<file path="config.mk">
export PLATFORM = sky130hd
export DESIGN_NAME = mdr_mem_interface_flat
export DESIGN_NICKNAME = d
export VERILOG_FILES = /design/src/rtl/cpu_pkg.sv /design/src/rtl/mdr_mem_interface_if.sv /design/src/rtl/mdr_timeout_counter.sv /design/src/rtl/mdr_mem_interface.sv /design/src/flat_wrapper.sv
export SDC_FILE = /design/constraint.sdc
export NUM_CORES = 1
export LEC_CHECK = 0
export ABC_AREA = 1
export BUFFER_PORTS_ARGS = -buffer_cell sky130_fd_sc_hd__buf_4
export CELL_PAD_IN_SITES_DETAIL_PLACEMENT = 1
export CELL_PAD_IN_SITES_GLOBAL_PLACEMENT = 1
export CORE_MARGIN = 3
export CORE_UTILIZATION = 38
export DETAILED_ROUTE_END_ITERATION = 12
export PLACE_DENSITY_LB_ADDON = 0.1
export SYNTH_ARGS = -nofsm -noshare
export SYNTH_HDL_FRONTEND = slang
export SYNTH_SLANG_ARGS = --single-unit
</file>
<file path="constraint.sdc">
create_clock -name clock -period 3.7 [get_ports clock]
set_input_delay 0.555 -clock clock [delete_from_list [all_inputs] [get_ports clock]]
set_output_delay 0.555 -clock clock [all_outputs]
set_load 0.05 [all_outputs]
</file>
<file path="src/rtl/cpu_pkg.sv">
// ---------------------------------------------------------------------------
// cpu_pkg
// Shared definitions for the MDR / memory interface slice.
//   DATA_W      : default data / bus width
//   ADDR_W      : default memory address width
//   mdr_state_t : transaction state of the MDR controller (IDLE, READ, WRITE)
// ---------------------------------------------------------------------------
package cpu_pkg;

    localparam int DATA_W = 32;
    localparam int ADDR_W = 9;

    typedef enum logic [1:0] {
        IDLE  = 2'd0,
        READ  = 2'd1,
        WRITE = 2'd2
    } mdr_state_t;

endpackage

</file>
<file path="src/rtl/mdr_mem_interface_if.sv">
// ---------------------------------------------------------------------------
// mdr_mem_interface_if
// Memory-side handshake bundle between the MDR controller and the memory.
//   mem_addr     : word address latched from MAR       (master -> slave)
//   mem_data_out : store data, equals MDR during writes (master -> slave)
//   mem_rd       : read strobe, held until mem_ready    (master -> slave)
//   mem_wr       : write strobe, held until mem_ready   (master -> slave)
//   mem_data_in  : read return data                     (slave -> master)
//   mem_ready    : transfer completion                  (slave -> master)
// Modports: master (controller side), slave (memory side).
// ---------------------------------------------------------------------------
interface mdr_mem_interface_if #(
    parameter int DATA_W = cpu_pkg::DATA_W,
    parameter int ADDR_W = cpu_pkg::ADDR_W
);

    logic [ADDR_W-1:0] mem_addr;
    logic [DATA_W-1:0] mem_data_out;
    logic              mem_rd;
    logic              mem_wr;
    logic [DATA_W-1:0] mem_data_in;
    logic              mem_ready;

    modport master (
        output mem_addr,
        output mem_data_out,
        output mem_rd,
        output mem_wr,
        input  mem_data_in,
        input  mem_ready
    );

    modport slave (
        input  mem_addr,
        input  mem_data_out,
        input  mem_rd,
        input  mem_wr,
        output mem_data_in,
        output mem_ready
    );

endinterface

</file>
<file path="src/rtl/mdr_timeout_counter.sv">
// ---------------------------------------------------------------------------
// mdr_timeout_counter
// Watchdog for a pending memory transfer. Only built when the macro
// MDR_TIMEOUT_EN is defined; otherwise this file compiles to nothing so no
// counter logic exists in the default build.
//   clock   : rising-edge clock
//   reset_n : asynchronous active-low reset
//   start   : a READ/WRITE transaction is being accepted this cycle
//   active  : a transaction is in flight (controller busy)
//   expired : the current busy cycle is cycle number TIMEOUT_CYCLES
// Down-counter: loaded with TIMEOUT_CYCLES-1 on start, so terminal count
// (zero) is reached in the TIMEOUT_CYCLES-th busy cycle.
// ---------------------------------------------------------------------------
`ifdef MDR_TIMEOUT_EN
module mdr_timeout_counter #(
    parameter int TIMEOUT_CYCLES = 15
) (
    input  logic clock,
    input  logic reset_n,
    input  logic start,
    input  logic active,
    output logic expired
);

    localparam int CNT_W = (TIMEOUT_CYCLES > 1) ? $clog2(TIMEOUT_CYCLES + 1) : 1;
    localparam logic [CNT_W-1:0] LOAD_VAL = CNT_W'(TIMEOUT_CYCLES - 1);

    logic [CNT_W-1:0] count;

    always_ff @(posedge clock or negedge reset_n) begin
        if (!reset_n) begin
            count <= '0;
        end else if (start) begin
            count <= LOAD_VAL;
        end else if (active && (count != '0)) begin
            count <= count - CNT_W'(1);
        end
    end

    assign expired = active && (count == '0);

endmodule
`endif

</file>
<file path="src/rtl/mdr_mem_interface.sv">
// ---------------------------------------------------------------------------
// mdr_mem_interface
// Memory Data Register and its memory handshake controller.
// The MDR is loaded either from the shared bus or from memory; its contents
// drive the bus multiplexer and are the store data for memory writes.
//
// Parameters:
//   DATA_W         : data / bus width
//   ADDR_W         : memory address width
//   TIMEOUT_CYCLES : maximum busy cycles waiting for mem_ready
//                    (effective only when MDR_TIMEOUT_EN is defined)
// Ports:
//   clock, reset_n : rising-edge clock, asynchronous active-low reset
//   bus_mux_out    : shared bus value, MDR source for bus loads
//   mdr_in         : MDR load enable (bus, or memory when read=1)
//   read / write   : memory read / write request
//   mar_addr       : address from MAR, latched when a transfer starts
//   memBus         : memory handshake (mdr_mem_interface_if.master)
//   mdr_out        : MDR contents
//   busy           : 1 while a READ or WRITE is in flight
//   done           : one-cycle pulse in the first IDLE cycle after a
//                    completed transfer
//   timeout_err    : sticky timeout flag, cleared by the next accepted command
// Optional feature macro: MDR_TIMEOUT_EN (abandon transfers that see no
// mem_ready within TIMEOUT_CYCLES busy cycles). Without it the controller
// waits forever and timeout_err is tied low.
//
// state | meaning
// IDLE  | accepts bus load / read / write commands
// READ  | mem_rd asserted, waiting for mem_ready to capture mem_data_in
// WRITE | mem_wr asserted with MDR on mem_data_out, waiting for mem_ready
// ---------------------------------------------------------------------------
module mdr_mem_interface #(
    parameter int DATA_W         = cpu_pkg::DATA_W,
    parameter int ADDR_W         = cpu_pkg::ADDR_W,
    parameter int TIMEOUT_CYCLES = 15
) (
    input  logic              clock,
    input  logic              reset_n,
    input  logic [DATA_W-1:0] bus_mux_out,
    input  logic              mdr_in,
    input  logic              read,
    input  logic              write,
    input  logic [ADDR_W-1:0] mar_addr,
    mdr_mem_interface_if.master memBus,
    output logic [DATA_W-1:0] mdr_out,
    output logic              busy,
    output logic              done,
    output logic              timeout_err
);

    import cpu_pkg::*;

    if (TIMEOUT_CYCLES < 1) begin : gBadTimeout
        $error("mdr_mem_interface: TIMEOUT_CYCLES must be at least 1");
    end

    mdr_state_t        state;
    logic [DATA_W-1:0] mdrReg;

    // Read outranks write whenever it is asserted, even without mdr_in;
    // a bus load needs both request lines low.
    logic readCmd;
    logic writeCmd;
    logic loadCmd;

    assign readCmd  = read && mdr_in;
    assign writeCmd = write && !read;
    assign loadCmd  = mdr_in && !read && !write;

    assign mdr_out = mdrReg;

`ifdef MDR_TIMEOUT_EN
    logic txnStart;
    logic timeoutHit;

    assign txnStart = (state == IDLE) && (readCmd || writeCmd);

    mdr_timeout_counter #(
        .TIMEOUT_CYCLES (TIMEOUT_CYCLES)
    ) uTimeoutCounter (
        .clock   (clock),
        .reset_n (reset_n),
        .start   (txnStart),
        .active  (busy),
        .expired (timeoutHit)
    );
`else
    assign timeout_err = 1'b0;
`endif

    always_ff @(posedge clock or negedge reset_n) begin
        if (!reset_n) begin
            state               <= IDLE;
            mdrReg              <= '0;
            memBus.mem_addr     <= '0;
            memBus.mem_data_out <= '0;
            memBus.mem_rd       <= 1'b0;
            memBus.mem_wr       <= 1'b0;
            busy                <= 1'b0;
            done                <= 1'b0;
`ifdef MDR_TIMEOUT_EN
            timeout_err         <= 1'b0;
`endif
        end else begin
            done <= 1'b0;
            unique case (state)
                IDLE: begin
                    if (readCmd) begin
                        state           <= READ;
                        memBus.mem_addr <= mar_addr;
                        memBus.mem_rd   <= 1'b1;
                        busy            <= 1'b1;
                    end else if (writeCmd) begin
                        state               <= WRITE;
                        memBus.mem_addr     <= mar_addr;
                        memBus.mem_data_out <= mdrReg;
                        memBus.mem_wr       <= 1'b1;
                        busy                <= 1'b1;
                    end else if (loadCmd) begin
                        mdrReg <= bus_mux_out;
                    end
`ifdef MDR_TIMEOUT_EN
                    if (readCmd || writeCmd || loadCmd) begin
                        timeout_err <= 1'b0;
                    end
`endif
                end

                READ: begin
                    // mem_ready wins over a timeout landing on the same edge.
                    if (memBus.mem_ready) begin
                        mdrReg        <= memBus.mem_data_in;
                        state         <= IDLE;
                        memBus.mem_rd <= 1'b0;
                        busy          <= 1'b0;
                        done          <= 1'b1;
                    end
`ifdef MDR_TIMEOUT_EN
                    else if (timeoutHit) begin
                        state         <= IDLE;
                        memBus.mem_rd <= 1'b0;
                        busy          <= 1'b0;
                        timeout_err   <= 1'b1;
                    end
`endif
                end

                WRITE: begin
                    if (memBus.mem_ready) begin
                        state               <= IDLE;
                        memBus.mem_wr       <= 1'b0;
                        memBus.mem_data_out <= '0;
                        busy                <= 1'b0;
                        done                <= 1'b1;
                    end
`ifdef MDR_TIMEOUT_EN
                    else if (timeoutHit) begin
                        state               <= IDLE;
                        memBus.mem_wr       <= 1'b0;
                        memBus.mem_data_out <= '0;
                        busy                <= 1'b0;
                        timeout_err         <= 1'b1;
                    end
`endif
                end

                default: begin
                    state         <= IDLE;
                    memBus.mem_rd <= 1'b0;
                    memBus.mem_wr <= 1'b0;
                    busy          <= 1'b0;
                end
            endcase
        end
    end

endmodule

</file>
<file path="src/flat_wrapper.sv">
// flat-port wrapper written by rule: the top's interface ports become plain ports
module mdr_mem_interface_flat import cpu_pkg::*;
#(
    parameter int DATA_W         = cpu_pkg::DATA_W,
    parameter int ADDR_W         = cpu_pkg::ADDR_W,
    parameter int TIMEOUT_CYCLES = 15
)
  (clock, reset_n, bus_mux_out, mdr_in, read, write, mar_addr, mdr_out, busy, done, timeout_err, memBus_mem_addr, memBus_mem_data_out, memBus_mem_rd, memBus_mem_wr, memBus_mem_data_in, memBus_mem_ready);
  mdr_mem_interface_if #(.DATA_W(DATA_W), .ADDR_W(ADDR_W)) memBus_i ();
  input  logic clock;
  input  logic reset_n;
  input  logic [DATA_W-1:0] bus_mux_out;
  input  logic mdr_in;
  input  logic read;
  input  logic write;
  input  logic [ADDR_W-1:0] mar_addr;
  output logic [DATA_W-1:0] mdr_out;
  output logic busy;
  output logic done;
  output logic timeout_err;
  output wire logic [$bits(memBus_i.mem_addr)-1:0] memBus_mem_addr;
  output wire logic [$bits(memBus_i.mem_data_out)-1:0] memBus_mem_data_out;
  output wire logic [$bits(memBus_i.mem_rd)-1:0] memBus_mem_rd;
  output wire logic [$bits(memBus_i.mem_wr)-1:0] memBus_mem_wr;
  input wire logic [$bits(memBus_i.mem_data_in)-1:0] memBus_mem_data_in;
  input wire logic [$bits(memBus_i.mem_ready)-1:0] memBus_mem_ready;
  assign memBus_mem_addr = memBus_i.mem_addr;
  assign memBus_mem_data_out = memBus_i.mem_data_out;
  assign memBus_mem_rd = memBus_i.mem_rd;
  assign memBus_mem_wr = memBus_i.mem_wr;
  assign memBus_i.mem_data_in = memBus_mem_data_in;
  assign memBus_i.mem_ready = memBus_mem_ready;
  mdr_mem_interface #(.DATA_W(DATA_W), .ADDR_W(ADDR_W), .TIMEOUT_CYCLES(TIMEOUT_CYCLES)) u_core (.clock(clock), .reset_n(reset_n), .bus_mux_out(bus_mux_out), .mdr_in(mdr_in), .read(read), .write(write), .mar_addr(mar_addr), .memBus(memBus_i), .mdr_out(mdr_out), .busy(busy), .done(done), .timeout_err(timeout_err));
endmodule
</file>
==> impl_metrics.env, run 1 <==
export IMPL_status="completed"
export IMPL_min_path_type="in -> async"
export IMPL_pin_count=157
export IMPL_grt_use_total=0.214
export IMPL_grt_pass1_vias=4329
export IMPL_drv_cap=0
export IMPL_drt_iter0_drc=170
export IMPL_layout_common_cells="nand2_1 (216), buf_4 (157), inv_1 (82)"
export IMPL_period_needed_ns=2.72
export IMPL_dieHeight_um=113
export IMPL_ff2ff_setup_slack_ns=0.98
export IMPL_synthesis_nets=660
export IMPL_htreeDepth=3
export IMPL_grt_max_degree=80
export IMPL_cts_root_buf="clkbuf_16"
export IMPL_cts_tree="yes"
export IMPL_routedWlPerCell_um=15.5
export IMPL_tightest_slew_ns=1.09
export IMPL_cts_resized=0
export IMPL_cts_max_path_buffers=2
export IMPL_clock_sinks=79
export IMPL_grt_pass1_wl_um=21800
export IMPL_viasPerCell=4.81
export IMPL_setup_tns_ns=0
export IMPL_cts_made_buffers=9
export IMPL_area_growth_syn_to_layout_pct=31.3
export IMPL_skew_ns=0.00360
export IMPL_route_antenna_remaining_nets=0
export IMPL_setup_viol=0
export IMPL_syn_inst=578
export IMPL_gp_congestion=0.802
export IMPL_syn_avg_cell_area_um2=7.54
export IMPL_die_w_um=113
export IMPL_worstPathRequired_ns=3.91
export IMPL_layout_commonest_cell="nand2_1"
export IMPL_synth_distinct_cells=24
export IMPL_initial_core_util=0.395
export IMPL_max_stage_delay_ns=0.67
export IMPL_critical_path_peak_fanout=33
export IMPL_cts_hold_buf=0
export IMPL_period_share=0.736
export IMPL_finalHoldViolations=0
export IMPL_dieArea_mm2=0.0128
export IMPL_clkLatencyLatePin_ns=0.33
export IMPL_synth_seq_cells=79
export IMPL_clk_pin_slew_worst_paths_ns=0.06
export IMPL_seqCellArea_mm2=0.00198
export IMPL_max_slew_margin_rel=0.275
export IMPL_num_fill_cells=1415
export IMPL_antennaDiodeCount=0
export IMPL_cts_setup_buffers=0
export IMPL_antenna_found_initial=0
export IMPL_worstSetupPathType="reg -> reg"
export IMPL_drive_above_1_share=0.273
export IMPL_multi_input_area_mm2=0.00180
export IMPL_vias=4111
export IMPL_final_nets=793
export IMPL_yosysWarningCount=0
export IMPL_std_cell_rows=38
export IMPL_dr_pass1_iters=4
export IMPL_cpMostUsedCell="nand2_1"
export IMPL_synth_seq_area_share=0.454
export IMPL_startpoint_type="register"
export IMPL_drcViolationCount=0
export IMPL_rsz0062_at_grt="false"
export IMPL_cp_arrival_ns=2.94
export IMPL_max_freq_mhz=367
export IMPL_crit_chain="inv_1 > ha_1 > o21a_2 > nand2_2 > nand2_1 > nand2_1"
export IMPL_routed_wl_um=13300
export IMPL_hpwl_um=9500
export IMPL_drv_slew=0
export IMPL_crit_slowest_cell="o21a_2"
export IMPL_end_kind="register"
export IMPL_coreArea_mm2=0.0110
export IMPL_grt_overflow=0
export IMPL_synth_area_mm2=0.00436
export IMPL_numPortBuffers=155
## metal layers
metal  wire, um  global-route usage  share of wire  vias to the layer above
met5          0                   0              0                        -
met4        142              0.0521          0.011                        0
met3        981              0.0487          0.074                       11
met2       6220               0.355           0.47                      132
met1       5910               0.286           0.45                     1957
li1           -                   -              -                     2011
## area by class of cell
cell class	count	area share
Clock buffer	13	0.0455
Clock inverter	1	0.000875
Inverter	86	0.0569
Multi-Input combinational cell	378	0.314
Sequential cell	79	0.346
Tap cell	140	0.0306
Timing Repair Buffer	157	0.206
## state kept, by name (all words and copies together) (netlist names)
signal,cells
u_core.mdr_out,32
u_core.done,1
u_core.memBus.mem_wr,1
u_core.memBus.mem_addr,9
u_core.state,2
u_core.memBus.mem_rd,1
u_core.busy,1
u_core.memBus.mem_data_out,32
## critical path, delay by kind of cell (launching register included)
family,cells,cell delay (ns)
simple gates,3,0.83
compound gates,1,0.67
flops,1,0.38
fa+ha+maj,1,0.61
buf+inv,1,0.10
## synth_stat cells
cell	count	area share
a21oi_4	1	0.0037
buf_12	1	0.0046
buf_2	12	0.014
buf_4	9	0.016
buf_6	8	0.021
clkbuf_1	5	0.0043
conb_1	1	0.00086
dfrtp_1	79	0.45
ha_1	3	0.0086
inv_1	82	0.071
inv_2	3	0.0026
inv_4	1	0.0014
nand2_1	216	0.19
nand2_2	5	0.0072
nand2_4	2	0.0052
nand3_1	59	0.068
nand3_2	11	0.025
nand3_4	1	0.0040
nand4_1	1	0.0014
nor2_1	33	0.028
o21a_2	1	0.0020
o21ai_0	10	0.011
o21ai_4	1	0.0037
o21bai_1	33	0.057
## cells by family after synthesis
| logic type | count (synthesis) | synth area share |
|---|---|---|
| buf+inv | 121 | 0.134 |
| compound gates | 46 | 0.0778 |
| other cells | 1 | 0.000861 |
| fa+ha+maj | 3 | 0.00862 |
| flops | 79 | 0.454 |
| simple gates | 328 | 0.325 |
## per-stage QoR
step | hold WS (ns) | worst slack [ns] | util | std cells | cell area [um2]
6_report | 0.388 | 0.975 | 0.518 | 854 | 5720
3_3_place_gp | 0.480 | 1.13 | 0.494 | 840 | 5450
5_1_grt | 0.450 | 0.701 | 0.518 | 854 | 5720
4_1_cts | 0.433 | 0.959 | 0.518 | 854 | 5720
3_5_place_dp | 0.489 | 0.964 | 0.494 | 840 | 5450
2_1_floorplan | 0.259 | 2.28 | - | 578 | 4360
## final timing paths
path / cells after the start / to / start
max in group asynchronous: 1 / u_core.memBus.mem_data_out[13] / reset_n
max: 6 / u_core.mdr_out[9] / u_core.state[1]
min: 1 / u_core.memBus.mem_addr[1] / reset_n
min reg2reg: 2 / u_core.memBus.mem_rd / u_core.memBus.mem_rd
max reg2reg: 6 / u_core.mdr_out[9] / u_core.state[1]
min in group clock: 3 / u_core.memBus.mem_addr[6] / mar_addr[6]
Power of run 1 is left out: the tool's default activity adds up to more than one toggle a clock period on the data nets, which glitch-free logic cannot reach.
==> run 2: changes to the inputs <==
--- a/config.mk
+++ b/config.mk
@@ -10,7 +10,7 @@
 export CELL_PAD_IN_SITES_DETAIL_PLACEMENT = 1
 export CELL_PAD_IN_SITES_GLOBAL_PLACEMENT = 1
 export CORE_MARGIN = 3
-export CORE_UTILIZATION = 38
+export CORE_UTILIZATION = 32
 export DETAILED_ROUTE_END_ITERATION = 12
 export PLACE_DENSITY_LB_ADDON = 0.1
 export SYNTH_ARGS = -nofsm -noshare
==> constraint.sdc (replaced) <==
create_clock -name clock -period 2.4 [get_ports clock]
set_input_delay 0.36 -clock clock [delete_from_list [all_inputs] [get_ports clock]]
set_output_delay 0.36 -clock clock [all_outputs]
set_load 0.05 [all_outputs]
==> run 2 against run 1 <==
Net effect:
- clock skew rose by 0.0062 ns
- worst hold slack worse by 0.32 ns
- critical path depth grew 2
- die area is 18% higher
- critical path type unchanged
- critical endpoint is now u_core.memBus.mem_data_out[26]
- first-iteration DRC count is 0.59% lower
- non-clock buffer count rose by 7
- worst setup slack got worse by 0.69 ns
- design area rose by 1.9%
- global-route usage shrank 2.1 points
- register-to-register slack lost 0.69 ns
- sequential share of layout area fell by 0.64 points
==> impl_metrics.env, run 2 (synthesis gave the netlist of run 1 again) <==
export IMPL_status="completed"
export IMPL_grt_overflow=0
export IMPL_cp_arrival_ns=2.39
export IMPL_setup_tns_ns=0
export IMPL_end_kind="register"
export IMPL_drcViolationCount=0
export IMPL_drv_cap=0
export IMPL_grt_max_degree=52
export IMPL_cts_made_buffers=9
export IMPL_dieArea_mm2=0.0151
export IMPL_r2r_cells=8
export IMPL_routedWlPerCell_um=15.4
export IMPL_area_growth_syn_to_layout_pct=33.7
export IMPL_clk_pin_slew_worst_paths_ns=0.06
export IMPL_setup_ws_ns=0.283
export IMPL_layout_common_cells="nand2_1 (216), buf_4 (163), inv_1 (82)"
export IMPL_viasPerCell=4.51
export IMPL_worstPathRequired_ns=2.67
export IMPL_final_cell_count_no_fill=899
export IMPL_min_path_type="in -> async"
export IMPL_setup_viol=0
export IMPL_cts_root_buf="clkbuf_16"
export IMPL_die_w_um=123
export IMPL_clock_sinks=79
export IMPL_antenna_found_initial=0
export IMPL_period_needed_ns=2.12
export IMPL_pin_count=157
export IMPL_tightest_slew_ns=1.03
export IMPL_worstSetupPathType="reg -> reg"
export IMPL_cts_setup_buffers=0
export IMPL_preCtsSetupSlack_ns=0.187
export IMPL_clkLatencyLatePin_ns=0.34
export IMPL_cp_startpoint="u_core.state[0]"
export IMPL_gp_congestion=0.779
export IMPL_max_slew_margin_rel=0.310
export IMPL_ff2ff_setup_slack_ns=0.28
export IMPL_rsz0062_at_grt="false"
export IMPL_max_freq_mhz=472
export IMPL_final_cell_area_mm2=0.00583
export IMPL_cts_tree="yes"
export IMPL_skew_ns=0.00983
export IMPL_numPortBuffers=155
export IMPL_grt_pass1_wl_um=22700
export IMPL_worst_r2r_endpoint="u_core.memBus.mem_data_out[26]"
export IMPL_grt_pass1_vias=4428
export IMPL_vias=4058
export IMPL_grt_use_total=0.193
export IMPL_antennaDiodeCount=0
export IMPL_coreArea_mm2=0.0133
export IMPL_route_antenna_remaining_nets=0
export IMPL_final_nets=800
export IMPL_initial_core_util=0.328
export IMPL_drv_slew=0
export IMPL_drt_iter0_drc=169
export IMPL_dpl_cell_area_mm2=0.00557
export IMPL_finalHoldViolations=0
export IMPL_dr_pass1_iters=4
export IMPL_cts_max_path_buffers=2
export IMPL_hpwl_um=9850
export IMPL_startpoint_type="register"
export IMPL_critical_path_peak_fanout=33
export IMPL_layout_commonest_cell="nand2_1"
export IMPL_period_share=0.882
export IMPL_worstReg2RegStart="u_core.state[0]"
export IMPL_drive_above_1_share=0.284
export IMPL_std_cell_rows=42
export IMPL_htreeDepth=3
export IMPL_dp_cells=883
export IMPL_routed_wl_um=13800
export IMPL_dieHeight_um=123
run 2: layer usage:
metal / vias up / wire length, um / part of all wire / GRT usage
met3: 9 / 835 / 0.060 / 0.0535
met2: 109 / 6830 / 0.49 / 0.334
met5: - / 0 / 0 / 0
met4: 0 / 138 / 0.010 / 0.0518
li1: 2029 / - / - / -
met1: 1911 / 6000 / 0.43 / 0.237
run 2: what timing repair did:
action,CTS,global route
gates resized for setup,0,1
endpoints found under the setup margin,0,1
hold buffers,0,0
run 2: worst max-delay path, stage by stage (launching register included):
cell     delay, ns
dfrtp_1       0.39
inv_1         0.09
ha_1          0.47
inv_2         0.13
nand2_2       0.11
nand2_4       0.23
inv_6         0.34
nand3_1       0.13
nand2_1       0.13
run 2: worst max path at each step:
stage | to | cells after the start
after global placement | u_core.memBus.mem_data_out[26] | 8
final | u_core.memBus.mem_data_out[26] | 8
after CTS | u_core.memBus.mem_data_out[26] | 8
after floorplan | u_core.memBus.mem_data_out[0] | 10
after detailed placement | u_core.memBus.mem_data_out[26] | 8
after global routing | u_core.memBus.mem_data_out[29] | 8
run 2: metrics by stage:
stage                      util  hold slack [ns]
after floorplan               -           0.0644
after global placement    0.419            0.462
after detailed placement  0.419            0.464
after CTS                 0.438           0.0956
after global routing      0.438            0.114
final                     0.438           0.0699
run 2: layout make-up:
class	instances	area [um2]
clock buffer	11	233
clock inverter	5	25.0
fill	1649	7470
inverter	86	328
multi-input combinational	378	1800
sequential	79	1980
tap	176	220
timing repair buffer	164	1240
Power of run 2 is left out for the same reason.
